==> src/rtl/hamming_pkg.sv <==
// rtl/hamming_pkg.sv - shared constants and helpers for the Hamming channel injector
package hamming_pkg;

    localparam logic [1:0]  MODE_PASS   = 2'd0;
    localparam logic [1:0]  MODE_SINGLE = 2'd1;
    localparam logic [1:0]  MODE_DOUBLE = 2'd2;
    localparam logic [1:0]  MODE_RANDOM = 2'd3;

    // Taps 16,14,13,11 expressed as bit positions 15,13,12,10
    localparam logic [15:0] LFSR_TAPS         = 16'hB400;
    localparam logic [15:0] LFSR_SEED_DEFAULT = 16'hACE1;

    function automatic logic [15:0] lfsr_step(input logic [15:0] q);
        return {q[14:0], ^(q & LFSR_TAPS)};
    endfunction

    function automatic logic [7:0] bit_mask(input logic [2:0] pos);
        return 8'd1 << pos;
    endfunction

endpackage

==> src/rtl/hamming_lfsr16.sv <==
// rtl/hamming_lfsr16.sv - 16-bit Fibonacci LFSR with seed load and zero-seed substitution
module hamming_lfsr16
    import hamming_pkg::*;
#(
    parameter logic [15:0] SEED = LFSR_SEED_DEFAULT
) (
    input  logic        clk,
    input  logic        rst_n,
    input  logic        adv,
    input  logic        load,
    input  logic [15:0] seed,
    output logic [15:0] q
);

    // A zero state would lock the register, so a zero seed falls back to SEED
    always_ff @(posedge clk or negedge rst_n) begin
        if (!rst_n) begin
            q <= SEED;
        end else if (load) begin
            q <= (seed == 16'h0000) ? SEED : seed;
        end else if (adv) begin
            q <= lfsr_step(q);
        end
    end

endmodule

==> src/rtl/hamming_channel_injector.sv <==
// rtl/hamming_channel_injector.sv - applies a controlled bit-flip mask to Hamming(8,4) codewords
module hamming_channel_injector
    import hamming_pkg::*;
#(
    parameter logic [15:0] SEED_DEFAULT = LFSR_SEED_DEFAULT,
    parameter int unsigned CNT_W        = 16
) (
    input  logic             clk,
    input  logic             rst_n,
    input  logic [1:0]       cfg_mode,
    input  logic [2:0]       cfg_bit_a,
    input  logic [2:0]       cfg_bit_b,
    input  logic [3:0]       cfg_rate,
    input  logic             seed_load,
    input  logic [15:0]      seed,
    input  logic             in_valid,
    output logic             in_ready,
    input  logic [7:0]       in_code,
    output logic             out_valid,
    input  logic             out_ready,
    output logic [7:0]       out_code,
    output logic [7:0]       out_err_mask,
    input  logic             clr_count,
    output logic [CNT_W-1:0] inj_count
);

    localparam logic [0:0] ST_EMPTY = 1'b0;
    localparam logic [0:0] ST_FULL  = 1'b1;

    logic [0:0]       state_q;
    logic [0:0]       state_d;
    logic             accept;
    logic [15:0]      lfsr_q;
    logic             lfsr_unused;
    logic             rnd_hit;
    logic [7:0]       mask;
    logic [CNT_W-1:0] cnt_q;

    assign out_valid = (state_q == ST_FULL);
    assign in_ready  = !out_valid || out_ready;
    assign accept    = in_valid && in_ready;
    assign inj_count = cnt_q;

    hamming_lfsr16 #(
        .SEED (SEED_DEFAULT)
    ) u_lfsr (
        .clk   (clk),
        .rst_n (rst_n),
        .adv   (accept),
        .load  (seed_load),
        .seed  (seed),
        .q     (lfsr_q)
    );

    assign lfsr_unused = ^lfsr_q[15:7];

    // Rate 15 must always hit, but lfsr[3:0] < 15 misses when the nibble is 15
    assign rnd_hit = (cfg_rate == 4'hF) || (lfsr_q[3:0] < cfg_rate);

    always_comb begin
        mask = 8'h00;
        case (cfg_mode)
            MODE_SINGLE: mask = bit_mask(cfg_bit_a);
            MODE_DOUBLE: begin
                if (cfg_bit_a == cfg_bit_b) begin
                    mask = bit_mask(cfg_bit_a) | bit_mask(cfg_bit_a + 3'd1);
                end else begin
                    mask = bit_mask(cfg_bit_a) | bit_mask(cfg_bit_b);
                end
            end
            MODE_RANDOM: begin
                if (rnd_hit) begin
                    mask = bit_mask(lfsr_q[6:4]);
                end
            end
            default: mask = 8'h00;
        endcase
    end

    always_comb begin
        state_d = state_q;
        case (state_q)
            ST_EMPTY: if (in_valid) state_d = ST_FULL;
            ST_FULL:  if (out_ready && !in_valid) state_d = ST_EMPTY;
            default:  state_d = ST_EMPTY;
        endcase
    end

    always_ff @(posedge clk or negedge rst_n) begin
        if (!rst_n) begin
            state_q <= ST_EMPTY;
        end else begin
            state_q <= state_d;
        end
    end

    // Data registers only load on accept, so a stalled word and late config edits cannot disturb it
    always_ff @(posedge clk or negedge rst_n) begin
        if (!rst_n) begin
            out_code     <= 8'h00;
            out_err_mask <= 8'h00;
        end else if (accept) begin
            out_code     <= in_code ^ mask;
            out_err_mask <= mask;
        end
    end

    always_ff @(posedge clk or negedge rst_n) begin
        if (!rst_n) begin
            cnt_q <= '0;
        end else if (clr_count) begin
            cnt_q <= '0;
        end else if (accept && (mask != 8'h00) && (cnt_q != {CNT_W{1'b1}})) begin
            cnt_q <= cnt_q + 1'b1;
        end
    end

endmodule

==> config.mk <==
export PLATFORM = sky130hd
export DESIGN_NAME = hamming_channel_injector
export DESIGN_NICKNAME = d
export VERILOG_FILES = /design/src/rtl/hamming_pkg.sv /design/src/rtl/hamming_lfsr16.sv /design/src/rtl/hamming_channel_injector.sv
export SDC_FILE = /design/constraint.sdc
export NUM_CORES = 1
export LEC_CHECK = 0
export CORE_ASPECT_RATIO = 1.75
export CORE_UTILIZATION = 35
export CTS_BUF_LIST = sky130_fd_sc_hd__clkbuf_8 sky130_fd_sc_hd__clkbuf_16
export CTS_CLUSTER_SIZE = 40
export DETAILED_ROUTE_END_ITERATION = 8
export PLACE_DENSITY_LB_ADDON = 0.15
export SYNTH_ARGS = -nofsm -noshare
export SYNTH_HDL_FRONTEND = slang
export SYNTH_SLANG_ARGS = --single-unit
==> constraint.sdc <==
create_clock -name clk -period 2.55 [get_ports clk]
set_input_delay 0.6375 -clock clk [delete_from_list [all_inputs] [get_ports clk]]
set_output_delay 0.6375 -clock clk [all_outputs]
set_load 0.005 [all_outputs]
==> results of run 1 <==
state kept, by name, summed over array words and instances (netlist names):
name and cells:
inj_count 16, out_code 8, out_err_mask 8, out_valid 1, u_lfsr.q 16
how the worst min path moves through the flow:
stage,to,slack [ps],startpoint,depth (start not counted)
after CTS,inj_count[6],480,rst_n,2
after detailed placement,out_err_mask[3],460,out_err_mask[3],2
after floorplan,inj_count[0],340,rst_n,0
after global routing,out_code[3],510,rst_n,2
final,out_err_mask[3],450,rst_n,2
after global placement,out_err_mask[6],460,out_err_mask[6],2
routing by layer:
layer	share of wire, %	vias up
met4	3.2	0
met1	37	1585
met3	3.3	23
met5	0	-
li1	-	1540
met2	57	102
Yosys cell counts, types with 2 or more instances:
| cell | count | area share (%) |
|---|---|---|
| and2_1 | 3 | 0.59 |
| a32oi_1 | 4 | 1.1 |
| nor3_2 | 2 | 0.63 |
| inv_1 | 12 | 1.4 |
| buf_2 | 4 | 0.63 |
| o22a_1 | 9 | 2.5 |
| and3_1 | 3 | 0.59 |
| o31ai_1 | 7 | 1.6 |
| nor4_1 | 7 | 1.4 |
| or4_1 | 6 | 1.4 |
| o31a_1 | 2 | 0.55 |
| mux2_1 | 7 | 2.5 |
| o2111ai_1 | 3 | 0.82 |
| nand2_1 | 47 | 5.5 |
| or3_1 | 2 | 0.39 |
| nor2_1 | 33 | 3.9 |
| buf_6 | 2 | 0.71 |
| o31ai_2 | 2 | 0.79 |
| a31oi_1 | 2 | 0.39 |
| a22oi_1 | 4 | 0.94 |
| mux2i_1 | 8 | 2.5 |
| nand3_1 | 9 | 1.4 |
| a21oi_1 | 11 | 1.7 |
| nor3_1 | 7 | 1.1 |
| dfrtp_1 | 41 | 32 |
| nor3b_1 | 3 | 0.71 |
| o21ai_0 | 26 | 4.1 |
| nor2b_1 | 9 | 1.8 |
| ha_1 | 10 | 3.9 |
| xnor2_1 | 12 | 3.3 |
| clkbuf_1 | 9 | 1.1 |
| nand4_1 | 6 | 1.2 |
| o211ai_1 | 2 | 0.47 |
| dfstp_2 | 8 | 6.6 |
| xor2_1 | 3 | 0.82 |
| nand2b_1 | 8 | 1.6 |
stage by stage:
stage / power [mW] / hold WS (ps) / area [um^2] / cells / TNS (ps)
3_3_place_gp: 1.514 / 461.7 / 4462 / 583 / -18530
2_1_floorplan: 1.208 / 341.9 / 3269 / 353 / -1836
3_5_place_dp: 1.523 / 462.8 / 4462 / 583 / -19280
5_1_grt: 2.418 / 508.5 / 5052 / 603 / -1972
6_report: 2.302 / 445.6 / 5052 / 603 / -700.1
4_1_cts: 2.303 / 479.6 / 4945 / 602 / -535.1
layout by cell type, fill, tap and decap left out, types with 3 or more instances in the layout:
cell and instances:
mux2i_1 8, buf_2 3, clkdlybuf4s50_1 64, ha_1 6, a21oi_1 9, o21ai_0 24, buf_6 5, dfrtp_1 41
and4_4 3, o31ai_4 3, nand2b_1 7, nor2_1 32, dfstp_2 8, or4_1 6, buf_4 58, and2_1 3
ha_4 4, nor4_4 3, nor3_1 3, inv_1 8, xnor2_1 11, nor2b_1 8, and3_1 3, dlygate4sd2_1 4
nand4_1 6, mux2_4 7, o31ai_2 3, nand3_1 8, o31ai_1 4, clkbuf_16 5, nand2_1 46, a22oi_1 4
buf_8 4, nor4_1 4, nor3_2 4, o22a_1 9
power groups by stage:
| stage | clock [mW] | combinational [mW] | sequential (mW) |
|---|---|---|---|
| after floorplan | 0 | 0.295 | 0.913 |
| after global placement | 0 | 0.594 | 0.921 |
| after detailed placement | 0 | 0.602 | 0.922 |
| after CTS | 0.701 | 0.694 | 0.908 |
| after global routing | 0.728 | 0.772 | 0.918 |
| final | 0.681 | 0.712 | 0.909 |
repair_timing:
action                                 CTS  global route
setup endpoints to repair               32            21
endpoints found under the hold margin    0             0
hold buffers                             0             0
cloned                                   3             0
resized for setup                       79            22
setup buffers                            8             2
pin swaps                               25            12
cells by family (layout without fill, tap and decap cells):
| family | Yosys count | count (layout) | synth area share (%) |
|---|---|---|---|
| adders and majority gates | 10 | 10 | 3.926 |
| buffers and inverters | 29 | 159 | 4.162 |
| AOI/OAI and AO/OA | 80 | 80 | 18.02 |
| muxes | 17 | 17 | 5.811 |
| xor gates and xnor gates | 17 | 17 | 5.497 |
| and+or+nand+nor | 151 | 154 | 23.79 |
| DFF | 49 | 49 | 38.79 |
final cells by class:
type | instances | area (um^2) | area share (%)
Tap cell | 117 | 146.4 | 2.897
Timing Repair Buffer | 139 | 1254 | 24.81
Clock buffer | 6 | 138.9 | 2.749
Multi-Input combinational cell | 278 | 2208 | 43.71
Clock inverter | 2 | 11.26 | 0.2229
Sequential cell | 49 | 1236 | 24.47
Inverter | 12 | 57.56 | 1.139
critical path, delay by kind of cell:
| family | cells | cell delay (ps) |
|---|---|---|
| muxes | 1 | 300 |
| AOI/OAI and AO/OA | 3 | 870 |
| buffers and inverters | 3 | 350 |
| and+or+nand+nor | 2 | 520 |
| xor gates and xnor gates | 1 | 150 |
==> key figures, run 1 <==
Run status
  – Status: finished, violations left
  – Violated checks: negative setup slack

STA
  – Final Hold Viols: 0
  – Final setup vio count: 10
  – Unrepaired setup endpoints after global routing: true
  – Slew margin rel.: 56.65%
  – Maximum clock frequency: approximately 380 MHz
  – Max Slew Vio Count: 0
  – Worst Max-Slew Pin Slew: about 650 ps
  – Clk_skew: slightly above 9 ps
  – Tmin final: between 2000 and 3000 ps
  – Slack of the critical path: -116.1 ps
  – Final Cycle Share: 104.6%

Detailed routing
  – Total routed wirelength: 9798 um
  – DR DRC count: 0
  – Routed vias/inst: about 5.4
  – Total number of vias: around 3,300
  – Wirelength per Cell: 16.25 um
  – Drt first pass iters: 4
  – First-iteration detailed-routing DRC count: 153
  – DRT antenna net count: 0

Global routing
  – Routing usage on met3: approximately 2.7%
  – Initial antenna violation count: 0
  – First-pass GRT wire length: around 16,000 um
  – Total GRT Usage: between 20% and 30%
  – Vias in the first global route: around 3,300
  – Largest net degree at the start of global routing: 50
  – GRT busiest layer: met2
  – Met1 usage: between 20% and 30%
  – Grt ovf: 0
  – GRT met2 Usage: 40.05%

Die
  – Row count: 45
  – Die W: about 74 um
  – Total Die Area: 0.009506 mm^2
  – Core area: between 0.008 and 0.009 mm^2
  – Initial core utilization: a little over a third
  – Die height: approximately 130 um
  – Io pins: between 70 and 80

Worst setup path
  – Critical Path RT: approximately 2700 ps
  – Cell Chain, Critical Path: buf_6, buf_8, xnor2_4, buf_6, a31oi_2, o22a_1, a2111oi_4, and4_4, nor3_4, mux2_4
  – CP arrival: roughly 2800 ps
  – R2r setup slk: roughly 290 ps
  – CP Capture Point: inj_count[12]
  – CP Class: in -> reg
  – Most used cell, CP: buf_6
  – RR Endpoint: inj_count[14]
  – Worst Reg-to-Reg Cells: 8
  – Crit path launch type: input port
  – Worst R2R Start: u_lfsr.q[2]
  – CP max stage delay: about 500 ps
  – Crit path launch: cfg_bit_a[0]
  – CP max-delay cell: a2111oi_4
  – Crit path max fanout: 6
  – Worst setup EP type: flip-flop

Placed design
  – Placer Congestion: 0.8724
  – Post-DP HPWL: 6942 um
  – Port Buffers: 75
  – Pre-CTS setup slack: -829.8 ps

Synth
  – Synth Net Count: 405
  – Seq/Total Area, Yosys: around two fifths
  – Post-synth EDFFs: 0
  – Synth cell types: 56
  – Syn Inst Count: around 350
  – Synth Register Bits: 49
  – Area of the mapped netlist: about 0.0032 mm^2
  – Most used DFF post-synth: dfrtp_1
  – Avg Cell Area, Syn: ~9.0 um^2
  – Ys async rst share: 100.0%
  – Yosys warns: 0

CTS
  – CTS root buf: clkbuf_16
  – H-tree Lvls: 2
  – Latest clock arrival within the worst-skew pair: 290 ps
  – Clk buf depth: 2
  – Total CTS buffers: 5
  – Sink Count: 49
  – CTS tree: yes
  – Clock transition at path regs: roughly 70 ps

Power
  – Sw power: around 0.68 mW
  – Net Sw Frac: roughly 30%
  – Clock power frac: 29.6%
  – Power Internal: about 1.6 mW
  – Power per cell area: approximately 460 mW/mm^2
  – Lkg Pwr: 2.052 nW
  – Peak VDD IR: roughly 0.27 mV
  – Reg power frac: between 30% and 40%
  – Combinational power share: 30.9%

Job
  – Max-Cap Viols: 0

Cells and area
  – Area delta synth->final: 58.54%
  – Finished Core Util: between 50% and 60%
  – # diodes: 0
  – NumNets Final: about 540
  – Share of cells above drive strength 1: between 30% and 40%
  – FILL cells: around 810

Worst hold path
  – Hold Path Class: in -> async
Power figures use the tool's default switching activity.
==> run 2: changes to the inputs <==
DONT_BUFFER_PORTS = 1   (was not set)
clock period = 3.2 ns   (was 2.55 ns; I/O delays follow)
==> key figures, run 2 (synthesis results as in run 1) <==
Run status
  – Status: finished clean

Worst setup path
  – Worst R2R Start: inj_count[2]
  – CP arrival: 2980 ps (+140 ps)
  – Worst setup EP type: flip-flop
  – CP top delay family: simple AND/OR/NAND/NOR gates
  – Worst Reg-to-Reg Cells: 8 (unchanged)
  – Crit path max fanout: 22 (+16)
  – R2r setup slk: 750 ps (+460 ps)
  – Cell Chain, Critical Path: ha_1, ha_1, inv_1, o31ai_2, a32oi_1, and4_4, nor4_1, mux2_1
  – Crit path launch: cfg_bit_a[0]
  – Crit path launch type: input port
  – CP Class: in -> reg
  – WP buf/inv: 1 (-2)
  – RR Endpoint: inj_count[15]
  – Most used cell, CP: ha_1
  – Critical Path RT: 3370 ps (+640 ps)
  – CP max stage delay: 400 ps (-100 ps)
  – CP max-delay cell: o31ai_2

CTS
  – Clock transition at path regs: 70 ps (about the same)
  – H-tree Lvls: 2 (unchanged)
  – Clk buf depth: 2 (unchanged)
  – Latest clock arrival within the worst-skew pair: 290 ps (about the same)
  – Resize count post-CTS: 0 (-100%)
  – Sink Count: 49 (unchanged)
  – Total CTS buffers: 5 (unchanged)
  – Setup bufs post-CTS: 0 (-8)
  – CTS root buf: clkbuf_16
  – Hold Buf Count CTS: 0 (unchanged)
  – CTS tree: yes

Power
  – Power per cell area: 458.5 mW/mm^2 (+0.62%)
  – Peak VDD IR: 0.2698 mV (+0.54%)
  – Lkg Pwr: 1.411 nW (-31%)

STA
  – Unrepaired setup endpoints after global routing: false
  – Final Cycle Share: between 80% and 90%
  – Final Hold Viols: 0 (unchanged)
  – Post-route setup TNS: 0 ps (+700.1 ps)
  – Max Slew Vio Count: 0 (unchanged)
  – Maximum clock frequency: approximately 360 MHz
  – Worst Max-Slew Pin Slew: 520.9 ps (-129.3 ps)
  – Clk_skew: 10.83 ps (+1.785 ps)
  – Final setup vio count: 0 (-10)
  – Slew margin rel.: 65.15% (+8.5 points)
  – Tmin final: between 2000 and 3000 ps

Cells and area
  – # diodes: 0 (unchanged)
  – Final instance area: 0.003467 mm^2 (-31%)
  – Multi-input gate area in the final layout: 0.001831 mm^2 (-17%)
  – Share of cells above drive strength 1: 10.32% (-20 points)
  – NumNets Final: 400 (-26%)
  – Storage element area: 0.001236 mm^2 (unchanged)
  – Most common cell after layout, fill and taps aside: nand2_1
  – Most frequent cells in the layout: nand2_1 (47), dfrtp_1 (41), nor2_1 (33), o21ai_0 (26)
  – Area delta synth->final: 8.795%
  – FILL cells: 908 (+12%)

Global routing
  – Vias in the first global route: 2,739 (-18%)
  – First-pass GRT wire length: 13,180 um (-16%)
  – Grt ovf: 0 (unchanged)
  – Total GRT Usage: 18.17% (-3.3 points)
  – Initial antenna violation count: 0 (unchanged)
  – Largest net degree at the start of global routing: 50 (unchanged)

Placed design
  – Placer Congestion: 0.8096 (-7.2%)
  – DP Area: 0.003296 mm^2 (-26%)
  – Post-DP HPWL: 6138 um (-12%)
  – Port Buffers: 0 (-100%)

Detailed routing
  – Wirelength per Cell: 17.73 um (+9.1%)
  – First-iteration detailed-routing DRC count: 82 (-46%)
  – Routed vias/inst: 5.597 (+3.8%)
  – Drt first pass iters: 4 (unchanged)
  – Total routed wirelength: 8260 um (-16%)
  – DR DRC count: 0 (unchanged)
  – DRT antenna net count: 0 (unchanged)
  – Total number of vias: 2,608 (-20%)

Die
  – Row count: 45 (unchanged)
  – Die W: 74.13 um (unchanged)
  – Core area: 0.008727 mm^2 (unchanged)
  – Io pins: 76 (unchanged)
  – Die height: 128.2 um (unchanged)
  – Total Die Area: 0.009506 mm^2 (unchanged)
  – Initial core utilization: 36.52% (unchanged)

Job
  – Max-Cap Viols: 0 (unchanged)

Worst hold path
  – Hold Path Class: in -> async
==> run 2: stage by stage <==
stage                     util, %  std cells  total power, mW  hold WS (ps)  setup slack, ps
after floorplan                 -        353           0.9534         469.8            59.26
after global placement      37.76        458           0.9901         488.6            142.1
after detailed placement    37.76        458           0.9945         490.8            86.98
after CTS                   39.73        466            1.621         186.6            390.2
after global routing        39.73        466            1.676         186.5            236.0
final                       39.73        466            1.590         200.0            391.4
==> run 2: cell type report <==
cell class	instances	area share [%]
sequential	49	35.66
multi-input combinational	275	52.80
inverter	12	1.299
tap	117	4.222
clock buffer	5	3.609
clock inverter	3	1.335
timing repair buffer	5	1.083
==> run 2: how the worst max path moves through the flow <==
| stage | to | slack [ps] | cells past startpoint |
|---|---|---|---|
| finish | inj_count[9] | 390 | 8 |
| global route | inj_count[9] | 240 | 9 |
| CTS | inj_count[5] | 390 | 9 |
| detailed placement | inj_count[5] | 90 | 8 |
| global placement | inj_count[7] | 140 | 9 |
| floorplan | inj_count[9] | 60 | 11 |
==> run 2: power by group <==
part / total (mW) / switching, mW / leakage, nW / internal [mW]
sequential: 0.732 / 0.0497 / 0.619 / 0.682
clock: 0.611 / 0.241 / 0.0800 / 0.370
combinational: 0.246 / 0.136 / 0.712 / 0.110
total: 1.59 / 0.427 / 1.41 / 1.16
==> run 2: per-layer routing <==
metal  wire length, um  global-route usage (%)
met5                 0                       0
met4               225                   7.692
met3               488                   4.088
met2              4422                   33.53
met1              3124                   18.94
